===== src/rtl/wbu_commit_pkg.sv =====
// Shared types and constants for the write-back/commit stage.
// Defaults here size the standard core configuration.
package wbu_commit_pkg;

    localparam int NUM_CH_DEF      = 2;
    localparam int SEQ_W_DEF       = 4;
    localparam int XLEN_DEF        = 64;
    localparam int IRQ_NUM_DEF     = 6;
    localparam int SYNC_STAGES_DEF = 2;

    typedef logic [SEQ_W_DEF-1:0] seq_t;

    // Synchronous exception causes as reported on commit_cause.
    localparam logic [XLEN_DEF-1:0] CAUSE_INSN_MISALIGNED = 64'd0;
    localparam logic [XLEN_DEF-1:0] CAUSE_INSN_FAULT      = 64'd1;
    localparam logic [XLEN_DEF-1:0] CAUSE_ILLEGAL_INSN    = 64'd2;
    localparam logic [XLEN_DEF-1:0] CAUSE_BREAKPOINT      = 64'd3;
    localparam logic [XLEN_DEF-1:0] CAUSE_LOAD_FAULT      = 64'd5;
    localparam logic [XLEN_DEF-1:0] CAUSE_STORE_FAULT     = 64'd7;
    localparam logic [XLEN_DEF-1:0] CAUSE_ECALL_U         = 64'd8;
    localparam logic [XLEN_DEF-1:0] CAUSE_ECALL_S         = 64'd9;
    localparam logic [XLEN_DEF-1:0] CAUSE_ECALL_M         = 64'd11;

    // Bit positions of the interrupt lines in irq_asyn / irq_syn.
    localparam int IRQ_MSIP = 0;
    localparam int IRQ_MEIP = 1;
    localparam int IRQ_MTIP = 2;
    localparam int IRQ_SSIP = 3;
    localparam int IRQ_SEIP = 4;
    localparam int IRQ_STIP = 5;

endpackage


===== src/rtl/wbu_commit_if.sv =====
// Result-channel bundle between the execution units and the commit stage.
// Fields are flattened per channel, channel i occupying slice i.
interface wbu_commit_if #(
    parameter int NUM_CH = 2,
    parameter int SEQ_W  = 4,
    parameter int XLEN   = 64
);

    logic [NUM_CH-1:0]       valid;
    logic [NUM_CH-1:0]       ready;
    logic [NUM_CH*SEQ_W-1:0] seq;
    logic [NUM_CH*XLEN-1:0]  pc;
    logic [NUM_CH*5-1:0]     rd;
    logic [NUM_CH-1:0]       dest_wen;
    logic [NUM_CH*XLEN-1:0]  data;
    logic [NUM_CH-1:0]       trap_valid;
    logic [NUM_CH*XLEN-1:0]  trap_cause;

    modport master (
        output valid, seq, pc, rd, dest_wen, data, trap_valid, trap_cause,
        input  ready
    );

    modport slave (
        input  valid, seq, pc, rd, dest_wen, data, trap_valid, trap_cause,
        output ready
    );

endinterface


===== src/rtl/wbu_hold_slot.sv =====
// Holding slot for one result channel: captures an offered result and
// keeps it until it retires or the pipeline is flushed.
module wbu_hold_slot #(
    parameter int SEQ_W = 4,
    parameter int XLEN  = 64
) (
    input  logic             clk,
    input  logic             rst_n,
    input  logic             capture,
    input  logic             clear,
    input  logic             flush,
    input  logic [SEQ_W-1:0] load_seq,
    input  logic [XLEN-1:0]  load_pc,
    input  logic [4:0]       load_rd,
    input  logic             load_dest_wen,
    input  logic [XLEN-1:0]  load_data,
    input  logic             load_trap,
    input  logic [XLEN-1:0]  load_cause,
    output logic             hold_v,
    output logic [SEQ_W-1:0] seq,
    output logic [XLEN-1:0]  pc,
    output logic [4:0]       rd,
    output logic             dest_wen,
    output logic [XLEN-1:0]  data,
    output logic             trap,
    output logic [XLEN-1:0]  cause
);

    // Capture wins over clear so a retiring slot reloads in the same cycle.
    always_ff @(posedge clk or negedge rst_n) begin
        if (!rst_n) begin
            hold_v <= 1'b0;
        end else if (flush) begin
            hold_v <= 1'b0;
        end else if (capture) begin
            hold_v <= 1'b1;
        end else if (clear) begin
            hold_v <= 1'b0;
        end
    end

    // NOTE: payload is deliberately not reset; hold_v alone qualifies it.
    always_ff @(posedge clk) begin
        if (capture) begin
            seq      <= load_seq;
            pc       <= load_pc;
            rd       <= load_rd;
            dest_wen <= load_dest_wen;
            data     <= load_data;
            trap     <= load_trap;
            cause    <= load_cause;
        end
    end

endmodule


===== src/rtl/wbu_sync.sv =====
// One flop stage of an interrupt synchroniser; chain instances for depth.
module wbu_sync #(
    parameter int WIDTH = 1
) (
    input  logic             clk,
    input  logic             rst_n,
    input  logic [WIDTH-1:0] d,
    output logic [WIDTH-1:0] q
);

    // NOTE: non-blocking so each chained stage samples its neighbour's pre-edge value.
    always_ff @(posedge clk or negedge rst_n) begin
        if (!rst_n) begin
            q <= '0;
        end else begin
            q <= d;
        end
    end

endmodule


===== src/rtl/wbu_commit.sv =====
// Multi-channel commit stage: retires one result per cycle in tag order,
// drives the GPR write and CSR commit ports, flush, and synchronised IRQs.
module wbu_commit
    import wbu_commit_pkg::*;
#(
    parameter int NUM_CH      = NUM_CH_DEF,
    parameter int SEQ_W       = SEQ_W_DEF,
    parameter int XLEN        = XLEN_DEF,
    parameter int IRQ_NUM     = IRQ_NUM_DEF,
    parameter int SYNC_STAGES = SYNC_STAGES_DEF
) (
    input  logic               clk,
    input  logic               rst_n,
    wbu_commit_if.slave        ch,
    input  logic               csr_jump_flag,
    input  logic [IRQ_NUM-1:0] irq_asyn,
    output logic [IRQ_NUM-1:0] irq_syn,
    output logic               gpr_wen,
    output logic [4:0]         gpr_rd,
    output logic [XLEN-1:0]    gpr_wdata,
    output logic               commit_valid,
    output logic [XLEN-1:0]    commit_pc,
    output logic               commit_trap,
    output logic [XLEN-1:0]    commit_cause,
    output logic               flush_flag,
    output logic [SEQ_W-1:0]   exp_seq
);

    logic [NUM_CH-1:0] hold_v;
    logic [NUM_CH-1:0] match;
    logic [NUM_CH-1:0] grant;
    logic [NUM_CH-1:0] capture;
    logic [NUM_CH-1:0] slot_dest_wen;
    logic [NUM_CH-1:0] slot_trap;
    logic [SEQ_W-1:0]  slot_seq   [NUM_CH];
    logic [XLEN-1:0]   slot_pc    [NUM_CH];
    logic [4:0]        slot_rd    [NUM_CH];
    logic [XLEN-1:0]   slot_data  [NUM_CH];
    logic [XLEN-1:0]   slot_cause [NUM_CH];

    logic              sel_dest_wen;
    logic [4:0]        sel_rd;
    logic [XLEN-1:0]   sel_data;

    assign flush_flag = csr_jump_flag;

    // A channel may refill when its slot is empty or is retiring right now.
    assign ch.ready = {NUM_CH{~flush_flag}} & (~hold_v | grant);
    assign capture  = ch.valid & ch.ready;

    for (genvar i = 0; i < NUM_CH; i++) begin : g_slot
        wbu_hold_slot #(
            .SEQ_W (SEQ_W),
            .XLEN  (XLEN)
        ) u_slot (
            .clk           (clk),
            .rst_n         (rst_n),
            .capture       (capture[i]),
            .clear         (grant[i]),
            .flush         (flush_flag),
            .load_seq      (ch.seq[i*SEQ_W +: SEQ_W]),
            .load_pc       (ch.pc[i*XLEN +: XLEN]),
            .load_rd       (ch.rd[i*5 +: 5]),
            .load_dest_wen (ch.dest_wen[i]),
            .load_data     (ch.data[i*XLEN +: XLEN]),
            .load_trap     (ch.trap_valid[i]),
            .load_cause    (ch.trap_cause[i*XLEN +: XLEN]),
            .hold_v        (hold_v[i]),
            .seq           (slot_seq[i]),
            .pc            (slot_pc[i]),
            .rd            (slot_rd[i]),
            .dest_wen      (slot_dest_wen[i]),
            .data          (slot_data[i]),
            .trap          (slot_trap[i]),
            .cause         (slot_cause[i])
        );

        assign match[i] = hold_v[i] & (slot_seq[i] == exp_seq);
    end

    // Scan high to low so the lowest matching index is the last to write.
    // NOTE: every output gets a default before the loop so no latch is inferred.
    always_comb begin
        grant        = '0;
        commit_valid = 1'b0;
        commit_pc    = '0;
        commit_trap  = 1'b0;
        commit_cause = '0;
        sel_dest_wen = 1'b0;
        sel_rd       = '0;
        sel_data     = '0;
        for (int i = NUM_CH - 1; i >= 0; i--) begin
            if (match[i]) begin
                grant        = '0;
                grant[i]     = 1'b1;
                commit_valid = 1'b1;
                commit_pc    = slot_pc[i];
                commit_trap  = slot_trap[i];
                commit_cause = slot_cause[i];
                sel_dest_wen = slot_dest_wen[i];
                sel_rd       = slot_rd[i];
                sel_data     = slot_data[i];
            end
        end
    end

    // x0 is hardwired to zero and a trapping instruction must not update state.
    assign gpr_wen   = commit_valid & sel_dest_wen & ~commit_trap & (sel_rd != 5'd0);
    assign gpr_rd    = sel_rd;
    assign gpr_wdata = sel_data;

    // A retire still advances the tag during a flush; the allocator restarts from here.
    always_ff @(posedge clk or negedge rst_n) begin
        if (!rst_n) begin
            exp_seq <= '0;
        end else if (commit_valid) begin
            exp_seq <= exp_seq + 1'b1;
        end
    end

    logic [SYNC_STAGES:0][IRQ_NUM-1:0] irq_stage;

    assign irq_stage[0] = irq_asyn;

    for (genvar s = 0; s < SYNC_STAGES; s++) begin : g_sync
        wbu_sync #(
            .WIDTH (IRQ_NUM)
        ) u_sync (
            .clk   (clk),
            .rst_n (rst_n),
            .d     (irq_stage[s]),
            .q     (irq_stage[s+1])
        );
    end

    assign irq_syn = irq_stage[SYNC_STAGES];

endmodule


===== src/flat_wrapper.sv =====
// flat-port wrapper written by rule: the top's interface ports become plain ports
module wbu_commit_flat import wbu_commit_pkg::*;
#(
    parameter int NUM_CH      = NUM_CH_DEF,
    parameter int SEQ_W       = SEQ_W_DEF,
    parameter int XLEN        = XLEN_DEF,
    parameter int IRQ_NUM     = IRQ_NUM_DEF,
    parameter int SYNC_STAGES = SYNC_STAGES_DEF
)
  (clk, rst_n, csr_jump_flag, irq_asyn, irq_syn, gpr_wen, gpr_rd, gpr_wdata, commit_valid, commit_pc, commit_trap, commit_cause, flush_flag, exp_seq, ch_valid, ch_seq, ch_pc, ch_rd, ch_dest_wen, ch_data, ch_trap_valid, ch_trap_cause, ch_ready);
  wbu_commit_if #(.NUM_CH(NUM_CH), .SEQ_W(SEQ_W), .XLEN(XLEN)) ch_i ();
  input  logic clk;
  input  logic rst_n;
  input  logic csr_jump_flag;
  input  logic [IRQ_NUM-1:0] irq_asyn;
  output logic [IRQ_NUM-1:0] irq_syn;
  output logic gpr_wen;
  output logic [4:0] gpr_rd;
  output logic [XLEN-1:0] gpr_wdata;
  output logic commit_valid;
  output logic [XLEN-1:0] commit_pc;
  output logic commit_trap;
  output logic [XLEN-1:0] commit_cause;
  output logic flush_flag;
  output logic [SEQ_W-1:0] exp_seq;
  input wire logic [$bits(ch_i.valid)-1:0] ch_valid;
  input wire logic [$bits(ch_i.seq)-1:0] ch_seq;
  input wire logic [$bits(ch_i.pc)-1:0] ch_pc;
  input wire logic [$bits(ch_i.rd)-1:0] ch_rd;
  input wire logic [$bits(ch_i.dest_wen)-1:0] ch_dest_wen;
  input wire logic [$bits(ch_i.data)-1:0] ch_data;
  input wire logic [$bits(ch_i.trap_valid)-1:0] ch_trap_valid;
  input wire logic [$bits(ch_i.trap_cause)-1:0] ch_trap_cause;
  output wire logic [$bits(ch_i.ready)-1:0] ch_ready;
  assign ch_i.valid = ch_valid;
  assign ch_i.seq = ch_seq;
  assign ch_i.pc = ch_pc;
  assign ch_i.rd = ch_rd;
  assign ch_i.dest_wen = ch_dest_wen;
  assign ch_i.data = ch_data;
  assign ch_i.trap_valid = ch_trap_valid;
  assign ch_i.trap_cause = ch_trap_cause;
  assign ch_ready = ch_i.ready;
  wbu_commit #(.NUM_CH(NUM_CH), .SEQ_W(SEQ_W), .XLEN(XLEN), .IRQ_NUM(IRQ_NUM), .SYNC_STAGES(SYNC_STAGES)) u_core (.clk(clk), .rst_n(rst_n), .ch(ch_i), .csr_jump_flag(csr_jump_flag), .irq_asyn(irq_asyn), .irq_syn(irq_syn), .gpr_wen(gpr_wen), .gpr_rd(gpr_rd), .gpr_wdata(gpr_wdata), .commit_valid(commit_valid), .commit_pc(commit_pc), .commit_trap(commit_trap), .commit_cause(commit_cause), .flush_flag(flush_flag), .exp_seq(exp_seq));
endmodule

===== config.mk =====
export PLATFORM = sky130hd
export DESIGN_NAME = wbu_commit_flat
export DESIGN_NICKNAME = d
export VERILOG_FILES = /design/src/rtl/wbu_commit_pkg.sv /design/src/rtl/wbu_commit_if.sv /design/src/rtl/wbu_hold_slot.sv /design/src/rtl/wbu_sync.sv /design/src/rtl/wbu_commit.sv /design/src/flat_wrapper.sv
export SDC_FILE = /design/constraint.sdc
export NUM_CORES = 1
export LEC_CHECK = 0
export ABC_AREA = 1
export ABC_CLOCK_PERIOD_IN_PS = 8200
export BUFFER_PORTS_ARGS = -buffer_cell sky130_fd_sc_hd__buf_2
export CAP_MARGIN = 20
export CORE_AREA = 4 4 244 246
export DETAILED_ROUTE_END_ITERATION = 6
export DIE_AREA = 0 0 248 250
export PLACE_DENSITY = 0.57
export SLEW_MARGIN = 20
export SYNTH_ARGS = -nofsm -noshare
export SYNTH_HDL_FRONTEND = slang
export SYNTH_HIERARCHICAL = 1
export SYNTH_SLANG_ARGS = --single-unit
export TNS_END_PERCENT = 10

===== constraint.sdc =====
create_clock -name clk -period 8.2 [get_ports clk]
set_clock_uncertainty 0.2 [all_clocks]
set_input_delay 0.41 -clock clk [delete_from_list [all_inputs] [get_ports clk]]
set_output_delay 0.41 -clock clk [all_outputs]
set_load 0.02 [all_outputs]

Word level (Yosys, flattened, before mapping)
Cells that the tools add are included.
Storage, ports and cells
  word-level logic and storage cells: 58
  bits of input ports: 417
  bits in registers: 424
Operators by class
  $add $sub $neg: 1
  reduce and logical (&&, ||, !) cells: 3
  muxes and demuxes: 22
  equal/unequal tests: 2
  bitwise operators: 11
Operators by type and width (count)
  64-bit two-way mux: 6
  1-bit two-way mux: 12
  5-bit two-way mux: 2
  4-bit == test: 2
  3-bit nonzero test: 2
  1-bit bitwise AND: 5
  5-bit nonzero test: 1
  4-bit by 1-bit adder with 4-bit output (second input constant): 1
  2-bit bitwise AND: 2
  2-bit two-way mux: 2
  1-bit inverter: 2
  2-bit inverter: 1
  2-bit OR: 1

Logic depth before layout (Yosys ltp)
  depth in word-level cells: 9
  gate-level depth with buffers: 12
  gate-level depth less buffers: 12

Hierarchy
Netlist, hierarchy kept.
Modules (own cells, without submodules)
  wbu_hold_slot: area an instance 6140.9 um^2, cells an instance 208, instances 2, seq. area each 6120.9 um^2
  wbu_commit: area an instance 2542.4 um^2, cells an instance 339, instances 1, seq. area each 100.1 um^2
  wbu_sync: area an instance 150.1 um^2, cells an instance 6, instances 2, seq. area each 150.1 um^2

Least setup slack after synthesis
OpenSTA, ideal clock, no wires.
  kind: register to register
  start: register u_core.exp_seq[2]
  end: register u_core.g_slot[1].u_slot.hold_v
  cell stages (with the launch flop): 12
  arrival: 6.892 ns
  setup slack: 1.021 ns
  required time: 7.913 ns
  cell sequence: dfrtp_1 -> inv_2 -> nand2_1 -> nand2_1 -> nor2_1 -> nand3_2 -> nor2_4 -> inv_1 -> a21oi_1 -> and2_1 -> inv_1 -> a21oi_2
Between the ends
  word-level cells in the longest chain between the ends: 9
  elaborated cells between the ends (all ways): 12
RTL lines
  from (decl): line wbu_commit.sv:26  | output logic [SEQ_W-1:0] exp_seq
  from (signal assigned): line wbu_commit.sv:117  | exp_seq <= exp_seq + 1'b1;
  4-bit == test: line wbu_commit.sv:78  | assign match[i] = hold_v[i] & (slot_seq[i] == exp_seq);
  1-bit bitwise AND: line wbu_commit.sv:78
  2-bit two-way mux: line wbu_commit.sv:93  | if (match[i]) begin
  2-bit two-way mux (*): line wbu_commit.sv:93
  2-bit OR (*): line wbu_commit.sv:48  | assign ch.ready = {NUM_CH{~flush_flag}} & (~hold_v | grant);
  2-bit bitwise AND (*): line wbu_commit.sv:48
  net ch_ready[1]: line flat_wrapper.sv:34  | output wire logic [$bits(ch_i.ready)-1:0] ch_ready;
  2-bit bitwise AND (*): line wbu_commit.sv:49  | assign capture = ch.valid & ch.ready;
  net u_core.capture[1]: line wbu_commit.sv:32  | logic [NUM_CH-1:0] capture;
  1-bit two-way mux: line wbu_hold_slot.sv:35  | end else if (capture) begin
  1-bit two-way mux: line wbu_hold_slot.sv:33  | end else if (flush) begin
  to (signal assigned): line wbu_hold_slot.sv:32  | hold_v <= 1'b0;
  to (signal assigned): line wbu_hold_slot.sv:34  | hold_v <= 1'b0;
  to (signal assigned): line wbu_hold_slot.sv:36  | hold_v <= 1'b1;
  to (decl): line wbu_hold_slot.sv:19  | output logic hold_v,
The timed path passes the listed nets; every way through them passes the cells marked *.
A chain may end at the register's enable or synchronous reset.

Worst setup path after layout
  start: register u_core.exp_seq[0]
  end: output port commit_cause[52]
Between the ends
  word-level cells in the longest chain between the ends: 4
  elaborated cells between the ends (all ways): 6
RTL lines
  4-bit == test: line wbu_commit.sv:78
  1-bit bitwise AND: line wbu_commit.sv:78
  64-bit two-way mux: line wbu_commit.sv:93
  64-bit two-way mux (*): line wbu_commit.sv:93
  to (decl): line flat_wrapper.sv:23  | output logic [XLEN-1:0] commit_cause;
Every way passes the cells marked *; elsewhere a longest branch is shown, timed or not.

==> run metrics <==
Net count, final 2,240; Final Core Density 0.431; Placed Instance Area 19,000 sq um; Worst path depth 10; CP top delay family buffers and inverters; PwrDens 210 nW/um^2; Crit Reg-Reg Startpoint u_core/exp_seq[2]; clk_lat worst skew 570 ps; post-synth cell types 25; Avg Cell Area, Syn 19.7 sq um; fin crit share 0.614; Multi-input gate area slightly above 2000 sq um; first-pass GRT wire length roughly 75 mm; CTS Root Cell clkbuf_16; Setup crit end commit_cause[52]; Register Area around 13,000 sq um; Layout fillers about 5,000; worst min-delay path class in -> async; CP Cell Sequence inv_2, nand2_1, nand2_1, nor2_1, nand2_2, nor2_8, buf_4, buf_4, a22o_1, buf_2; Routed WL 51.2 mm; initial antenna violation count 6; Seq/Total Area, Yosys 0.836; Rows 88; PostCTS Resize Cnt 0; buffers added on ports about 630; htree depth 2; FF-to-FF path depth 10; Gate Count Post-Synth 767; vias 11,400; Final setup viols 0; post-synth top area cell edfxtp_1; antenna viol nets, final 0; Iteration-0 DRC Markers between 500 and 600; f_max about 0.2 GHz; Slew @ Worst Pin 1010 ps; placed cells 2,125; Inserted Clock Buffers 46; share of layout cells above drive strength 1 0.388; core area between 50,000 and 60,000 sq um; die height 250 microns; fin crit period 5040 ps; Pre-antenna DRT Iters 5; clk sinks 424; P&R area growth vs syn 63.4%; Die Area 62,000 sq um; commonest non-fill, non-tap cell in the layout buf_2; Final Non-Filler Cells about 2,600; drt wl/cell between 15 and 20 microns; Yosys reg bits around 420; outcome complete, no violations; Max Buffers Root-to-Sink 3; P_leak between 10 and 15 nW; WS Path Type reg -> out; CP required roughly 7600 ps; r2r setup slk 4400 ps; Worst IR Drop VDD 214 uV; post-synth top area share 0.806; clock transition at the registers of the reported paths roughly 60 ps; data arrival time of the critical path 4430 ps; grt ovf 0; Crit-path slowest cell buf_4; Final Wtd Congestion 0.838; most frequent cells in the layout 629 x buf_2, 414 x dlygate4sd3_1, 406 x edfxtp_1; Via density ~4.4; fin area about 25,000 sq um; Setup Total Neg Slack 0 ps; worst r2r dst u_core/g_slot[1].u_slot/pc[39]; post-synth net total 1,185; total track usage 0.157; TritonCTS clock tree yes; maxcap violations 0; Yosys warning count 6; CP max FO 80; IO Pins between 600 and 700; Critical Path End Type output pin; Final Hold Viols 0; Max stage delay on crit path 870 ps; relative slew slack 0.324; post-DP HPWL about 32 mm; RSZ-0062 raised after global routing false; Area contributors post-synth edfxtp_1 81%, a22o_1 11%, dfrtp_1 3.0%, buf_6 0.89%, nand2_1 0.82%; CP bufs+invs 4; initial core utilization 0.264; CP Launch Type flop; Post-Syn Area about 15,000 sq um; largest net degree at the start of global routing 196; vias in the first global route approximately 13,000; max-slew violations 0; chip width 248 microns; Remaining DRCs 0; Worst setup startpoint u_core/exp_seq[0]; overall power 5.18 mW
-- worst min path at each step --
stage	cells past startpoint	slack (ps)	endpoint	startpoint
floorplan	0	-90	u_core/exp_seq[0]	rst_n
CTS	2	70	u_core/exp_seq[0]	rst_n
detailed placement	0	140	u_core/g_sync[1].u_sync/q[1]	u_core/g_sync[0].u_sync/q[1]
global route	2	120	u_core/g_sync[1].u_sync/q[0]	rst_n
global placement	0	130	u_core/g_sync[1].u_sync/q[1]	u_core/g_sync[0].u_sync/q[1]
finish	2	130	u_core/g_sync[1].u_sync/q[0]	rst_n
-- flip-flops by register name (all words and copies together), names as in the netlist, 4 cells and up --
| signal | cells |
|---|---|
| u_core/exp_seq | 4 |
| u_core/g_slot.u_slot/cause | 128 |
| u_core/g_sync.u_sync/q | 12 |
| u_core/g_slot.u_slot/pc | 128 |
| u_core/g_slot.u_slot/seq | 8 |
| u_core/g_slot.u_slot/data | 128 |
| u_core/g_slot.u_slot/rd | 10 |
-- cells in the mapped netlist --
library cell    n
a21oi_1         5
a22oi_1         1
inv_2           4
nor2_4          1
buf_1           4
buf_6          12
nand3_1         2
edfxtp_1      406
nor2_8          1
nand2_2         1
nor2_1         18
a22o_1        192
dfrtp_1        18
and2_1          2
nand4_1         3
nor2_2          1
nand3_2         1
buf_2          21
a21oi_2         2
nand2_1        33
xor2_1          3
ha_1            1
buf_4           6
inv_1          28
o21ai_0         1
-- cells by family after synthesis --
family                   after synthesis  share of synthesized area
buffers and inverters                 75                     0.0278
XOR/XNOR                               3                    0.00174
flip-flops                           424                      0.836
AO/OA/AOI/OAI                        201                      0.115
AND/OR/NAND/NOR                       63                     0.0189
adder cells (fa/ha/maj)                1                   0.000827
-- area by class of cell --
class                           instances  share of cell area
Clock inverter                         34              0.0141
Sequential cell                       424               0.512
Inverter                               32             0.00486
Antenna cell                            3            0.000304
Multi-Input combinational cell        268              0.0836
Tap cell                              765              0.0387
Clock buffer                           50              0.0481
Timing Repair Buffer                 1050               0.299
-- where the power goes --
group          internal (mW)  switching (mW)  leakage, nW
clock network           1.27           0.846        0.764
registers               2.50          0.0445         4.00
logic                  0.266           0.258         5.57
total                   4.03            1.15         10.3
-- per-stage QoR --
step | worst slack (ps) | hold WS (ps)
floorplan | 1020 | -85.6
global placement | 3900 | 131
detailed placement | 3740 | 138
CTS | 3090 | 69.0
global route | 2850 | 120
finish | 3160 | 129
-- per-layer routing --
metal	global-route usage	part of all wire	wire length [microns]	vias up
met5	0	0.00027	14	-
met4	0.0733	0.048	2450	2
met3	0.0538	0.096	4920	143
met2	0.276	0.50	25500	625
met1	0.168	0.36	18300	5459
li1	-	-	-	5203
-- repair_timing --
| action | CTS | global route |
|---|---|---|
| endpoints found under the hold margin | 432 | 0 |
| hold buffers | 414 | 0 |
| buffers inserted | 0 | 0 |
No activity file was read; power rests on OpenSTA's default activity.
